--- src/rtl/seg7_rx.sv ---
// Receive side of the 7-segment display path: synchronizes the segment bus,
// waits for a stable pattern, decodes it to hex and offers it on valid/ready.
module seg7_rx #(
  parameter int STABLE_CYCLES = 4
) (
  input  logic       clk,
  input  logic       rst_n,
  input  logic [7:0] seg_in,
  input  logic       out_ready,
  output logic       out_valid,
  output logic [3:0] out_code,
  output logic       out_dp,
  output logic       out_err,
  output logic       out_ambig,
  output logic       out_overrun
);

  localparam int CW = (STABLE_CYCLES < 2) ? 1 : $clog2(STABLE_CYCLES + 1);
  localparam logic [CW-1:0] CNT_MAX = CW'(STABLE_CYCLES);

  typedef enum logic {EMPTY = 1'b0, FULL = 1'b1} state_e;

  // Returns {ambig, err, code}; 0x7C is the encoder's shared glyph for 6 and B.
  function automatic logic [5:0] decode_glyph(input logic [6:0] pat);
    logic [5:0] res;
    case (pat)
      7'h3F:   res = {1'b0, 1'b0, 4'h0};
      7'h06:   res = {1'b0, 1'b0, 4'h1};
      7'h5B:   res = {1'b0, 1'b0, 4'h2};
      7'h4F:   res = {1'b0, 1'b0, 4'h3};
      7'h66:   res = {1'b0, 1'b0, 4'h4};
      7'h6D:   res = {1'b0, 1'b0, 4'h5};
      7'h7D:   res = {1'b0, 1'b0, 4'h6};
      7'h07:   res = {1'b0, 1'b0, 4'h7};
      7'h7F:   res = {1'b0, 1'b0, 4'h8};
      7'h67:   res = {1'b0, 1'b0, 4'h9};
      7'h77:   res = {1'b0, 1'b0, 4'hA};
      7'h7C:   res = {1'b1, 1'b0, 4'hB};
      7'h39:   res = {1'b0, 1'b0, 4'hC};
      7'h5E:   res = {1'b0, 1'b0, 4'hD};
      7'h79:   res = {1'b0, 1'b0, 4'hE};
      7'h71:   res = {1'b0, 1'b0, 4'hF};
      default: res = {1'b0, 1'b1, 4'h0};
    endcase
    return res;
  endfunction

  logic [7:0]    sync1_q, sync1_d;
  logic [7:0]    sync2_q, sync2_d;
  logic [7:0]    cand_q, cand_d;
  logic [CW-1:0] cnt_q, cnt_d;
  logic [7:0]    last_q, last_d;
  state_e        state_q, state_d;
  logic          valid_q, valid_d;
  logic [3:0]    code_q, code_d;
  logic          dp_q, dp_d;
  logic          err_q, err_d;
  logic          ambig_q, ambig_d;
  logic          ovr_q, ovr_d;
  logic          qualify_s;
  logic [5:0]    dec_s;

  // Synchronizer, stability tracker and one-shot qualify detection.
  always_comb begin
    sync1_d = seg_in;
    sync2_d = sync1_q;
    cand_d  = cand_q;
    cnt_d   = cnt_q;
    if (sync2_q != cand_q) begin
      cand_d = sync2_q;
      cnt_d  = CW'(1);
    end else if (cnt_q < CNT_MAX) begin
      cnt_d = cnt_q + CW'(1);
    end else begin
      cnt_d = cnt_q;
    end
    qualify_s = (cnt_q == CNT_MAX) && (cand_q != last_q);
    dec_s     = decode_glyph(cand_q[6:0]);
    if (qualify_s) begin
      last_d = cand_q;
    end else begin
      last_d = last_q;
    end
  end

  // Output buffer: a ready consumer in FULL may take a record and receive the next in the same edge.
  always_comb begin
    state_d = state_q;
    valid_d = valid_q;
    code_d  = code_q;
    dp_d    = dp_q;
    err_d   = err_q;
    ambig_d = ambig_q;
    ovr_d   = ovr_q;
    case (state_q)
      EMPTY: begin
        if (qualify_s) begin
          state_d = FULL;
          valid_d = 1'b1;
          code_d  = dec_s[3:0];
          dp_d    = cand_q[7];
          err_d   = dec_s[4];
          ambig_d = dec_s[5];
          ovr_d   = 1'b0;
        end else begin
          valid_d = 1'b0;
        end
      end
      FULL: begin
        if (out_ready && qualify_s) begin
          valid_d = 1'b1;
          code_d  = dec_s[3:0];
          dp_d    = cand_q[7];
          err_d   = dec_s[4];
          ambig_d = dec_s[5];
          ovr_d   = 1'b0;
        end else if (out_ready) begin
          state_d = EMPTY;
          valid_d = 1'b0;
        end else if (qualify_s) begin
          ovr_d = 1'b1;
        end else begin
          valid_d = 1'b1;
        end
      end
      default: begin
        state_d = EMPTY;
        valid_d = 1'b0;
      end
    endcase
  end

  // Input pipeline and tracker registers.
  always_ff @(posedge clk or negedge rst_n) begin
    if (!rst_n) begin
      sync1_q <= 8'h00;
      sync2_q <= 8'h00;
      cand_q  <= 8'h00;
      cnt_q   <= '0;
      last_q  <= 8'h00;
    end else begin
      sync1_q <= sync1_d;
      sync2_q <= sync2_d;
      cand_q  <= cand_d;
      cnt_q   <= cnt_d;
      last_q  <= last_d;
    end
  end

  // Output state machine with registered record fields.
  always_ff @(posedge clk or negedge rst_n) begin
    if (!rst_n) begin
      state_q <= EMPTY;
      valid_q <= 1'b0;
      code_q  <= 4'h0;
      dp_q    <= 1'b0;
      err_q   <= 1'b0;
      ambig_q <= 1'b0;
      ovr_q   <= 1'b0;
    end else begin
      state_q <= state_d;
      valid_q <= valid_d;
      code_q  <= code_d;
      dp_q    <= dp_d;
      err_q   <= err_d;
      ambig_q <= ambig_d;
      ovr_q   <= ovr_d;
    end
  end

  assign out_valid   = valid_q;
  assign out_code    = code_q;
  assign out_dp      = dp_q;
  assign out_err     = err_q;
  assign out_ambig   = ambig_q;
  assign out_overrun = ovr_q;

endmodule

--- config.mk ---
export PLATFORM = sky130hd
export DESIGN_NAME = seg7_rx
export DESIGN_NICKNAME = d
export VERILOG_FILES = /design/src/rtl/seg7_rx.sv
export SDC_FILE = /design/constraint.sdc
export NUM_CORES = 1
export LEC_CHECK = 0
export CAP_MARGIN = 15
export CELL_PAD_IN_SITES_DETAIL_PLACEMENT = 1
export CELL_PAD_IN_SITES_GLOBAL_PLACEMENT = 1
export CORE_UTILIZATION = 48
export CTS_CLUSTER_DIAMETER = 200
export DETAILED_ROUTE_END_ITERATION = 12
export HOLD_SLACK_MARGIN = 0.06
export PLACE_DENSITY = 0.89
export SETUP_SLACK_MARGIN = 0.1
export SLEW_MARGIN = 20
export SYNTH_ARGS = -nofsm -noshare
export SYNTH_HDL_FRONTEND = slang
export SYNTH_SLANG_ARGS = --single-unit
--- constraint.sdc ---
create_clock -name clk -period 5.32 [get_ports clk]
set_clock_uncertainty 0.15 [all_clocks]
set_input_delay 1.064 -clock clk [delete_from_list [all_inputs] [get_ports clk]]
set_output_delay 1.064 -clock clk [all_outputs]
set_load 0.02 [all_outputs]
**After elaboration in Yosys (flattened, before gate mapping)**

Index checks and enable logic that the tools add are counted.

- Bits in registers: 45
- Latch bits: 0
- Memory bits (writable): 0
- Bits in read-only memories: 0
- Memories kept: 0

- Add/subtract/negate cells: 1
- Multipliers: 0
- Div/mod/pow operators: 0
- $lt $le $gt $ge: 1
- Eq/ne operators: 24
- Shift operators: 0
- Mux-type cells: 28
- Bitwise operators: 1
- Reduce and logical (&&, ||, !) cells: 5

Operators with widths:

| cell | count |
|---|---|
| 6-bit one-hot mux with 16 select lines | 1 |
| 7-bit == test, second input constant | 12 |
| 1-bit 2-to-1 mux | 16 |
| 8-bit != test | 2 |
| 7-bit by 3-bit == test with 1-bit output, second input constant | 2 |
| 7-bit by 6-bit == test with 1-bit output, second input constant | 2 |
| 1-bit one-hot mux with 2 select lines | 6 |
| 4-bit 2-to-1 mux | 2 |
| 4-bit one-hot mux with 2 select lines | 1 |
| 3-bit 2-to-1 mux | 2 |
| 4-bit by 3-bit != test with 1-bit output, second input constant | 1 |
| 3-bit by 1-bit adder with 3-bit output, second input constant | 1 |
| 3-bit == test, second input constant | 1 |
| 3-bit < comparator, second input constant | 1 |
| 3-bit by 1-bit != test with 1-bit output, second input constant | 1 |
| 3-bit by 2-bit != test with 1-bit output, second input constant | 1 |
| 3-bit AND reduction | 1 |
| 1-bit logical AND | 2 |
| 2-bit by 1-bit != test with 1-bit output, second input constant | 1 |
| 2-bit != test, second input constant | 1 |
| 2-bit AND reduction | 1 |
| 2-bit nonzero test | 1 |
| 1-bit inverter | 1 |

**Longest topological paths before layout**

- Depth in word-level cells: 6
- Mapped depth: 7
- Depth with buffers taken out: 6

**Worst setup path after synthesis**

Ideal clock, no wire load.

- Kind: input to register
- From: in out_ready
- To: reg code_q[0], in the netlist out_code[0]
- Library setup time: 0.125 ns
- Arrival time: 1.724 ns
- Required time: 5.045 ns
- Slack: 3.322 ns
- Cell stages on the path: 3
- Buffers on the path: 0
- Cells stage by stage: nand2b_1 nand2_2 mux2_2

- Word-level cells in the longest chain between the ends: 3

Ends and longest elaborated chain:

| item | RTL line | text |
|---|---|---|
| from (decl) | 9 | `input logic out_ready,` |
| 1-bit logical AND | 110 | `if (out_ready && qualify_s) begin` |
| 2-bit by 1-bit != test with 1-bit output (no source line) | n/a |  |
| 2-bit AND reduction (no source line) | n/a |  |
| to (signal assigned) | 163 | `code_q <= code_d;` |
| to (decl) | 55 | `logic [3:0] code_q, code_d;` |

Every way passes these cells.
A chain may end at the register's enable or synchronous reset.

**Final worst setup path**

- From: reg cand_q[6]
- To: reg code_q[2], in the netlist out_code[2]

- Word-level cells in the longest chain between the ends: 5

Ends and longest elaborated chain:

| item | RTL line | text |
|---|---|---|
| from (decl) | 50 | `logic [7:0] cand_q, cand_d;` |
| from (signal assigned) | 144 | `cand_q <= cand_d;` |
| branches (longest 5 deep; another with 6-bit one-hot mux with 16 select lines) | n/a |  |

Several ways; the timed one is not identified. The select of a mux whose other input is x is not followed.

==> metrics.md <==
| Metric | Value |
|---|---|
| Max FO, Critical Path | `18` |
| I/O Pins | `20` |
| Max_cap viols | `0` |
| Non-Filler Instances | `229` |
| Ys Warns | `0` |
| ANT nets after route | `0` |
| Hold-fix buffers, CTS | `0` |
| Mapped cell area | `2000 um2` |
| Clock power share | `42.5%` |
| Core area | `4000 um2` |
| P per Cell Area | `304 nW/um2` |
| CTS buffer count | `5` |
| Kind of critical path | `reg2reg` |
| Drt via density | `5.58` |
| Post-synth EDFFs | `0` |
| Fin crit share | `48.5%` |
| Post-synthesis register bit count | `45` |
| Root Buffer | `clkbuf_8` |
| Synthesized Nets | `183` |
| Post_cts resized | `0` |
| Residual DRC | `0` |
| Most frequent cells in the layout | `dfrtp_1 (45), clkdlybuf4s50_1 (18), xor2_1 (17)` |
| Clk slew on worst S/H paths | `80 ps` |
| RSZ-0062 raised after global routing | `no` |
| Slew @ Worst Pin | `927 ps` |
| Placed Area | `2170 um2` |
| WL per Instance | `17.8 um` |
| Initial antenna violation count | `0` |
| Placed cell count | `221` |
| Input/output buffers | `19` |
| Post-detail-place hpwl | `2.86 mm` |
| FF/Latch Area | `1130 um2` |
| Distinct cells, synth | `43` |
| NumNets Final | `191` |
| Syn Inst Count | `170` |
| Die area | `4420 um2` |
| Slew headroom | `38.2%` |
| Std-Cell Rows | `23` |
| Final setup violating endpoints | `0` |
| Part of the power in registers | `52.5%` |
| Pint | `554 uW` |
| Tot Pwr | `699 uW` |
| FFs w/ async S/R, synth | `100%` |
| WP data arrival | `2620 ps` |
| Gpl congestion | `0.785` |
| Die width | `66.5 um` |
| Final number of hold-violating endpoints | `0` |
| Largest net degree at the start of global routing | `46` |
| Vias in the first global route | `1382` |
| Die Height | `66.5 um` |
| Flop2flop setup slack | `2740 ps` |
| Commonest non-fill, non-tap cell in the layout | `dfrtp_1` |
| Wirelength, routed | `4.08 mm` |
| Starting Density | `50.0%` |
| Synthesis-to-layout area growth | `15.2%` |
| Max clock buf depth | `2` |
| Fmax achieved | `387 MHz` |
| VDD IR max | `225 uV` |
| N_diodes | `0` |
| Synthesized area per cell | `11.8 um2` |
| Final WS setup | `2740 ps` |
| Drt initial violations | `39` |
| Worst skew pair latency | `290 ps` |
| Gr usage total | `22.3%` |
| Switching share of power | `20.7%` |
| Vias | `1277` |
| Dpl ws | `2770 ps` |
| First-pass GRT wire length | `6.98 mm` |
| CP required | `5350 ps` |
| Fin crit period | `2580 ps` |
| Htree depth | `2` |
| Outcome | `completed` |
| Global route total overflow | `0` |
| Final instance area | `2300 um2` |
| Comb power frac | `5.0%` |
| Net Sw Power | `145 uW` |
| Layout cell share with drive strength beyond 1 | `13.4%` |
| Top FF cell, synth | `dfrtp_1` |
| Post-CTS repair timing setup buffer count | `0` |
| Slew Limit Fails | `0` |
| Startpoint types | `register` |
| Setup tns final | `0 ps` |
| Crit end category | `register` |
| Leak pwr | `0.00101 uW` |
| Post-synthesis sequential area ratio | `56.4%` |
| TritonCTS Sinks | `45` |
| CTS tree | `done` |
| Drt pass-1 iters | `4` |
| Min-Delay Path Class | `reg2reg` |
| FILL cells | `404` |
| Multi-input logic area | `778 um2` |
-- state kept, by name, summed over array words and instances (netlist names) --
register     flops
state_q          1
out_overrun      1
out_ambig        1
out_err          1
out_valid        1
out_code         4
sync1_q          8
last_q           8
out_dp           1
cand_q           8
sync2_q          8
cnt_q            3
-- layer usage --
layer | track usage [%] | vias up | wire [um]
met5 | 0 | - | 0
met3 | 4.79 | 11 | 93
li1 | - | 590 | -
met1 | 26.4 | 658 | 1690
met2 | 39.0 | 18 | 2180
met4 | 9.31 | 0 | 120
-- stage by stage --
step | util (%) | hold slack [ps]
finish | 57.5 | 201
global route | 57.5 | 208
CTS | 57.5 | 205
detailed placement | 54.2 | 186
global placement | 54.2 | 183
floorplan | - | 181
-- power groups by stage --
| stage | Clock [uW] | Sequential (uW) | Combinational [uW] |
|---|---|---|---|
| detailed placement | 0 | 374 | 35.3 |
| global route | 320 | 369 | 39.8 |
| finish | 297 | 367 | 34.7 |
| CTS | 306 | 367 | 35.6 |
| floorplan | 0 | 363 | 27.7 |
| global placement | 0 | 372 | 33.2 |
-- worst max-delay path, cell delays in order, from the launching register on --
cell and delay, ps:
dfrtp_1 740, xor2_1 240, nor4_2 80, a21oi_2 710, nand2_2 210, mux2_2 340
-- final cells by class --
class                   count  area share, %
well taps                  50           2.72
flip-flops and latches     45           48.9
clock inverters             3           2.83
clock buffers               5           2.99
inverters                   4          0.653
repair buffers             19           8.05
multi-input cells         103           33.8
-- kinds of logic after synthesis --
group	after synthesis	share of synthesized area, %
compound gates	24	8.33
xor+xnor	18	7.89
fa+ha+maj	2	1.25
buf+inv	22	4.70
flops	45	56.4
mux	13	8.39
simple gates	46	13.1
-- synth_stat cells, drive strengths merged, types with 2 or more instances --
| cell type | number | share of area, % |
|---|---|---|
| or3 | 2 | 0.63 |
| nand2b | 5 | 1.6 |
| o22a | 2 | 0.88 |
| xor2 | 17 | 7.5 |
| nor2 | 7 | 1.3 |
| clkbuf | 12 | 2.3 |
| mux2 | 12 | 7.9 |
| nand2 | 10 | 2.0 |
| nor4 | 4 | 1.6 |
| nor3b | 2 | 0.75 |
| ha | 2 | 1.3 |
| dfrtp | 45 | 56 |
| nand3 | 6 | 1.5 |
| inv | 4 | 0.75 |
| nor2b | 3 | 0.94 |
| a21oi | 6 | 1.7 |
| o21ai | 4 | 1.0 |
| buf | 6 | 1.7 |
| nand3b | 2 | 0.75 |
| o22ai | 2 | 0.63 |
-- worst paths after layout --
| kind | start | to | cells past startpoint |
|---|---|---|---|
| max reg2reg | cand_q[6] | out_code[2] | 5 |
| min in group asynchronous | rst_n | sync2_q[4] | 1 |
| max | cand_q[6] | out_code[2] | 5 |
| min | sync1_q[6] | sync2_q[6] | 0 |
| min reg2reg | sync1_q[6] | sync2_q[6] | 0 |
| max in group asynchronous | rst_n | sync2_q[6] | 1 |
(Power assumes the default switching activity.)
==> variant 1: new RTL, config.mk and constraints unchanged <==
The parameter `STABLE_CYCLES` goes from 4 to 8.
--- a/src/rtl/seg7_rx.sv
+++ b/src/rtl/seg7_rx.sv
@@ -2,5 +2,5 @@
 // waits for a stable pattern, decodes it to hex and offers it on valid/ready.
 module seg7_rx #(
-  parameter int STABLE_CYCLES = 4
+  parameter int STABLE_CYCLES = 8
 ) (
   input  logic       clk,
Formal check against the unedited RTL: not equivalent (Yosys sat finds a counterexample within 10 cycles, from zero or initial values and one cycle with rst_n low).
==> variant 1 against the unedited design <==
Setup slack got worse by 0.056 ns; highest routed layer unchanged; sequential cell count rose by 1; non-clock buffer count did not move; area after synthesis rose by 2.0%; largest power group unchanged; design area rose by 0.92%; sequential power rose by 2%; cell count rose by 2.6%; power fell by 6.0%; count of clock-buffer cells in the layout rose by 1; routed wire length rose by 3.1%; via count rose by 4.9%.
==> variant 1: results (changes against the unedited design) <==
ys_seq_area_frac: 0.565  # +0.00121
status: "complete, no violations"
max_slew.worst_pin.slew_ns: 0.729  # -0.198 ns
htreeDepth: 2  # unchanged
cts_buffers: 5  # unchanged
leakage_nw: 1.03  # +1.6%
hpwlAfterDp_mm: 2.98  # +4.2%
synth_area_leaders: "dfrtp_1 (56%), xor2_1 (7.3%), mux2_1 (5.0%)"
vias: 1340  # +4.9%
synthArstFlopShare: 1.00  # unchanged
post-cts-setup-buffers: 0  # unchanged
place.gp.congestion: 0.836  # +6.5%
clock_path_buffers: 2  # unchanged
grt_usage: 0.217  # -0.00634
drtPass1Iterations: 4  # unchanged
yosys_warnings: 0  # unchanged
diodes: 0  # unchanged
antenna_found_initial: 0  # unchanged
vdd_drop_max_uv: 195  # -13%
drt_iter0_drc: 93  # +140%
holdCritPathClass: "reg -> reg"
syn_nets: 189  # +3.3%
crit_fanout: 19  # +1
yosys.cell_types.count: 43  # unchanged
drive_gt1_frac: 0.0865  # -0.0476
clock_latency_ns: 0.29  # about the same
routed_wl_mm: 4.21  # +3.1%
p_sw_w: 0.000142  # -1.9%
cp_data_arrival_time_ns: 2.66  # +0.04 ns
dp_slack_ns: 2.72  # -0.0536 ns
postPlaceCellArea_um2: 2210  # +2.0%
path_clk_slew_ns: 0.08  # about the same
grt_pass1_wl_mm: 6.95  # -0.49%
grt_max_degree: 47  # +2.2%
nets: 197  # +3.1%
io_buffers: 19  # unchanged
root_buffer: "clkbuf_8"
synth_commonest_cells: "dfrtp_1 (46), xor2_1 (17), clkbuf_1 (12)"
post_cts_resized: 0  # unchanged
grt_pass1_vias: 1418  # +2.6%
## variant 1: kinds of logic after synthesis
family,after synthesis,synth area share
xor+xnor,19,0.0816
mux,13,0.0712
flops,46,0.565
fa+ha+maj,2,0.0123
simple gates,48,0.139
compound gates,23,0.0804
buf+inv,25,0.0503
## variant 1: final timing paths
check                                start     endpoint  slack (ns)  cells after the start
worst max register to register   cand_q[3]    out_ambig        2.68                      5
max in group asynchronous            rst_n    last_q[0]        4.03                      1
min in group asynchronous            rst_n  out_code[0]        0.60                      1
worst min-delay path            sync1_q[6]   sync2_q[6]        0.20                      0
worst max-delay path             cand_q[3]    out_ambig        2.68                      5
worst min register to register  sync1_q[6]   sync2_q[6]        0.20                      0
## variant 1: stage by stage
| stage | std cells | hold slack [ns] |
|---|---|---|
| floorplan | 176 | 0.181 |
| global placement | 227 | 0.184 |
| detailed placement | 227 | 0.188 |
| CTS | 235 | 0.207 |
| global route | 235 | 0.208 |
| finish | 235 | 0.202 |
## variant 1: cell type report
cell class,count,area [um^2]
clock inverters,2,37.5
inverters,7,26.3
multi-input cells,105,785
fillers,421,1710
repair buffers,19,188
flip-flops and latches,46,1150
clock buffers,6,72.6
well taps,50,62.6
## variant 1: worst max-delay path, stage by stage, from the launching register on
cell and delay, ns:
dfrtp_1 0.75, xor2_1 0.26, nor4_2 0.09, a211oi_4 0.65
nand2_2 0.23, mux2_1 0.38
## variant 1: power by group through the flow
stage | combinational [W] | clock (W) | sequential, W
after floorplan | 0.0000269 | 0 | 0.000370
after global placement | 0.0000322 | 0 | 0.000380
after detailed placement | 0.0000340 | 0 | 0.000381
after CTS | 0.0000344 | 0.000256 | 0.000374
after global routing | 0.0000379 | 0.000269 | 0.000376
final | 0.0000338 | 0.000248 | 0.000375
## variant 1: metal layers
layer  routed length, um  vias to the layer above  track usage  part of all wire
li1                    -                      613            -                 -
met4                  95                        0       0.0878             0.023
met5                   0                        -            0                 0
met1                1730                      692        0.278              0.41
met3                  96                        9       0.0372             0.023
met2                2290                       26        0.364              0.54
==> variant 2: new RTL, same flow settings <==
Without the edit above. Register the output `out_err` once more; this adds one clock of latency there. The other outputs are not delayed to match.
--- a/src/rtl/seg7_rx.sv
+++ b/src/rtl/seg7_rx.sv
@@ -172,5 +172,7 @@
   assign out_code    = code_q;
   assign out_dp      = dp_q;
-  assign out_err     = err_q;
+  always_ff @(posedge clk) begin
+    out_err <= err_q;
+  end
   assign out_ambig   = ambig_q;
   assign out_overrun = ovr_q;
Behaviour: not the same (Yosys sat finds a counterexample within 10 cycles, from zero or initial values and one cycle with rst_n low).
==> variant 2 against the unedited design <==
Cell count down 1.7%; setup slack better by 0.069 ns; area after synthesis down 2.3%; sequential cell count up 1; largest cell class unchanged; routed wire length down 4.3%; synthesized cell count down 1.8%; clock power down 13%; power down 4.6%; design area down 2.9%.
==> variant 2: results (changes against the unedited design) <==
status: "complete, no violations"
wl_met1_mm: 1.61  # -5.0%
postPlaceCellArea_um2: 2120  # -2.1%
seq_cell_count: 46  # +2.2%
final_max_slew_viol_count: 0  # unchanged
grt_pass1_wl_mm: 6.53  # -6.4%
whs_endpoint: "sync2_q[0]"
nets: 189  # -1.0%
grt_max_degree: 46  # unchanged
hpwlAfterDp_mm: 2.70  # -5.7%
syn_nets: 180  # -1.6%
cp_data_arrival_time_ns: 1.30  # -1.32 ns
place.gp.congestion: 0.715  # -8.9%
clockNetworkAreaShare: 0.0504  # -0.00776
regToRegEndpoint: "out_valid"
nNonClkInverters: 7  # +3
multiInputCombCellCount: 97  # -5.8%
grt_usage: 0.210  # -0.0134
fill_cells: 373  # -7.7%
ff2ff_setup_slack_ns: 2.87  # +0.13 ns
yosys_warnings: 0  # unchanged
sh_seq_area: 0.513  # +0.0238
cp-startpoint: "out_overrun"
synth_area_leaders: "dfrtp_1 (58%), xor2_1 (7.6%), mux2_1 (6.3%)"
dp_cells: 217  # -1.8%
multiInputGateArea_um2: 703  # -9.6%
die_x_um: 65.8  # -1.1%
r2r.worst_path.cells: 5  # unchanged
synth_area_per_cell_um2: 11.7  # -0.56%
crit_fanout: 2  # -16
wire_per_inst_um: 17.4  # -2.6%
met2_length_mm: 2.09  # -4.0%
vdd_drop_max_uv: 237  # +5.5%
cp_slowest_cell: "clkdlybuf4s50_1"
vias: 1216  # -4.8%
grt_pass1_vias: 1346  # -2.6%
yosys.cell_types.count: 38  # -12%
routed_wl_mm: 3.91  # -4.3%
whs_ns: 0.202  # +0.00116 ns
leakage_nw: 1.01  # +0.11%
fin_util: 0.592  # +0.0170
cp-endpoint: "out_overrun"
drive_gt1_frac: 0.0678  # -0.0663
synth_commonest_cells: "dfrtp_1 (45), xor2_1 (17), clkbuf_1 (11), mux2_1 (11), nand2_1 (10)"
ys_seq_area_frac: 0.587  # +0.0236
synthArstFlopShare: 0.978  # -0.0217
min_from: "sync1_q[0]"
cp_slowest_stage_delay_ns: 0.63  # -0.11 ns
slew_headroom: 0.356  # -0.0261
dp_slack_ns: 2.66  # -0.116 ns
crit_family: "buffers and inverters"
wl_met3_um: 144  # +55%
drt_iter0_drc: 40  # +2.6%
[variant 2: metal layers]
| metal | global-route usage | vias up |
|---|---|---|
| met5 | 0 | - |
| met3 | 0.0603 | 8 |
| li1 | - | 573 |
| met2 | 0.357 | 35 |
| met1 | 0.245 | 600 |
| met4 | 0.0897 | 0 |
[variant 2: logic make-up (layout without fill, tap and decap cells)]
logic type,Yosys count,in the layout,share of synthesized area
multiplexers,12,12,0.0686
AO/OA/AOI/OAI,24,24,0.0859
adder cells (fa/ha/maj),2,2,0.0128
XOR/XNOR,19,19,0.0853
AND/OR/NAND/NOR,40,40,0.108
buffers and inverters,24,34,0.0526
flip-flops,46,46,0.587
[variant 2: power groups by stage]
stage                     sequential (W)  clock, W  combinational [W]
after floorplan                 0.000370         0          0.0000265
after global placement          0.000378         0          0.0000320
after detailed placement        0.000380         0          0.0000345
after CTS                       0.000373  0.000263          0.0000352
after global routing            0.000375  0.000277          0.0000384
final                           0.000374  0.000259          0.0000342
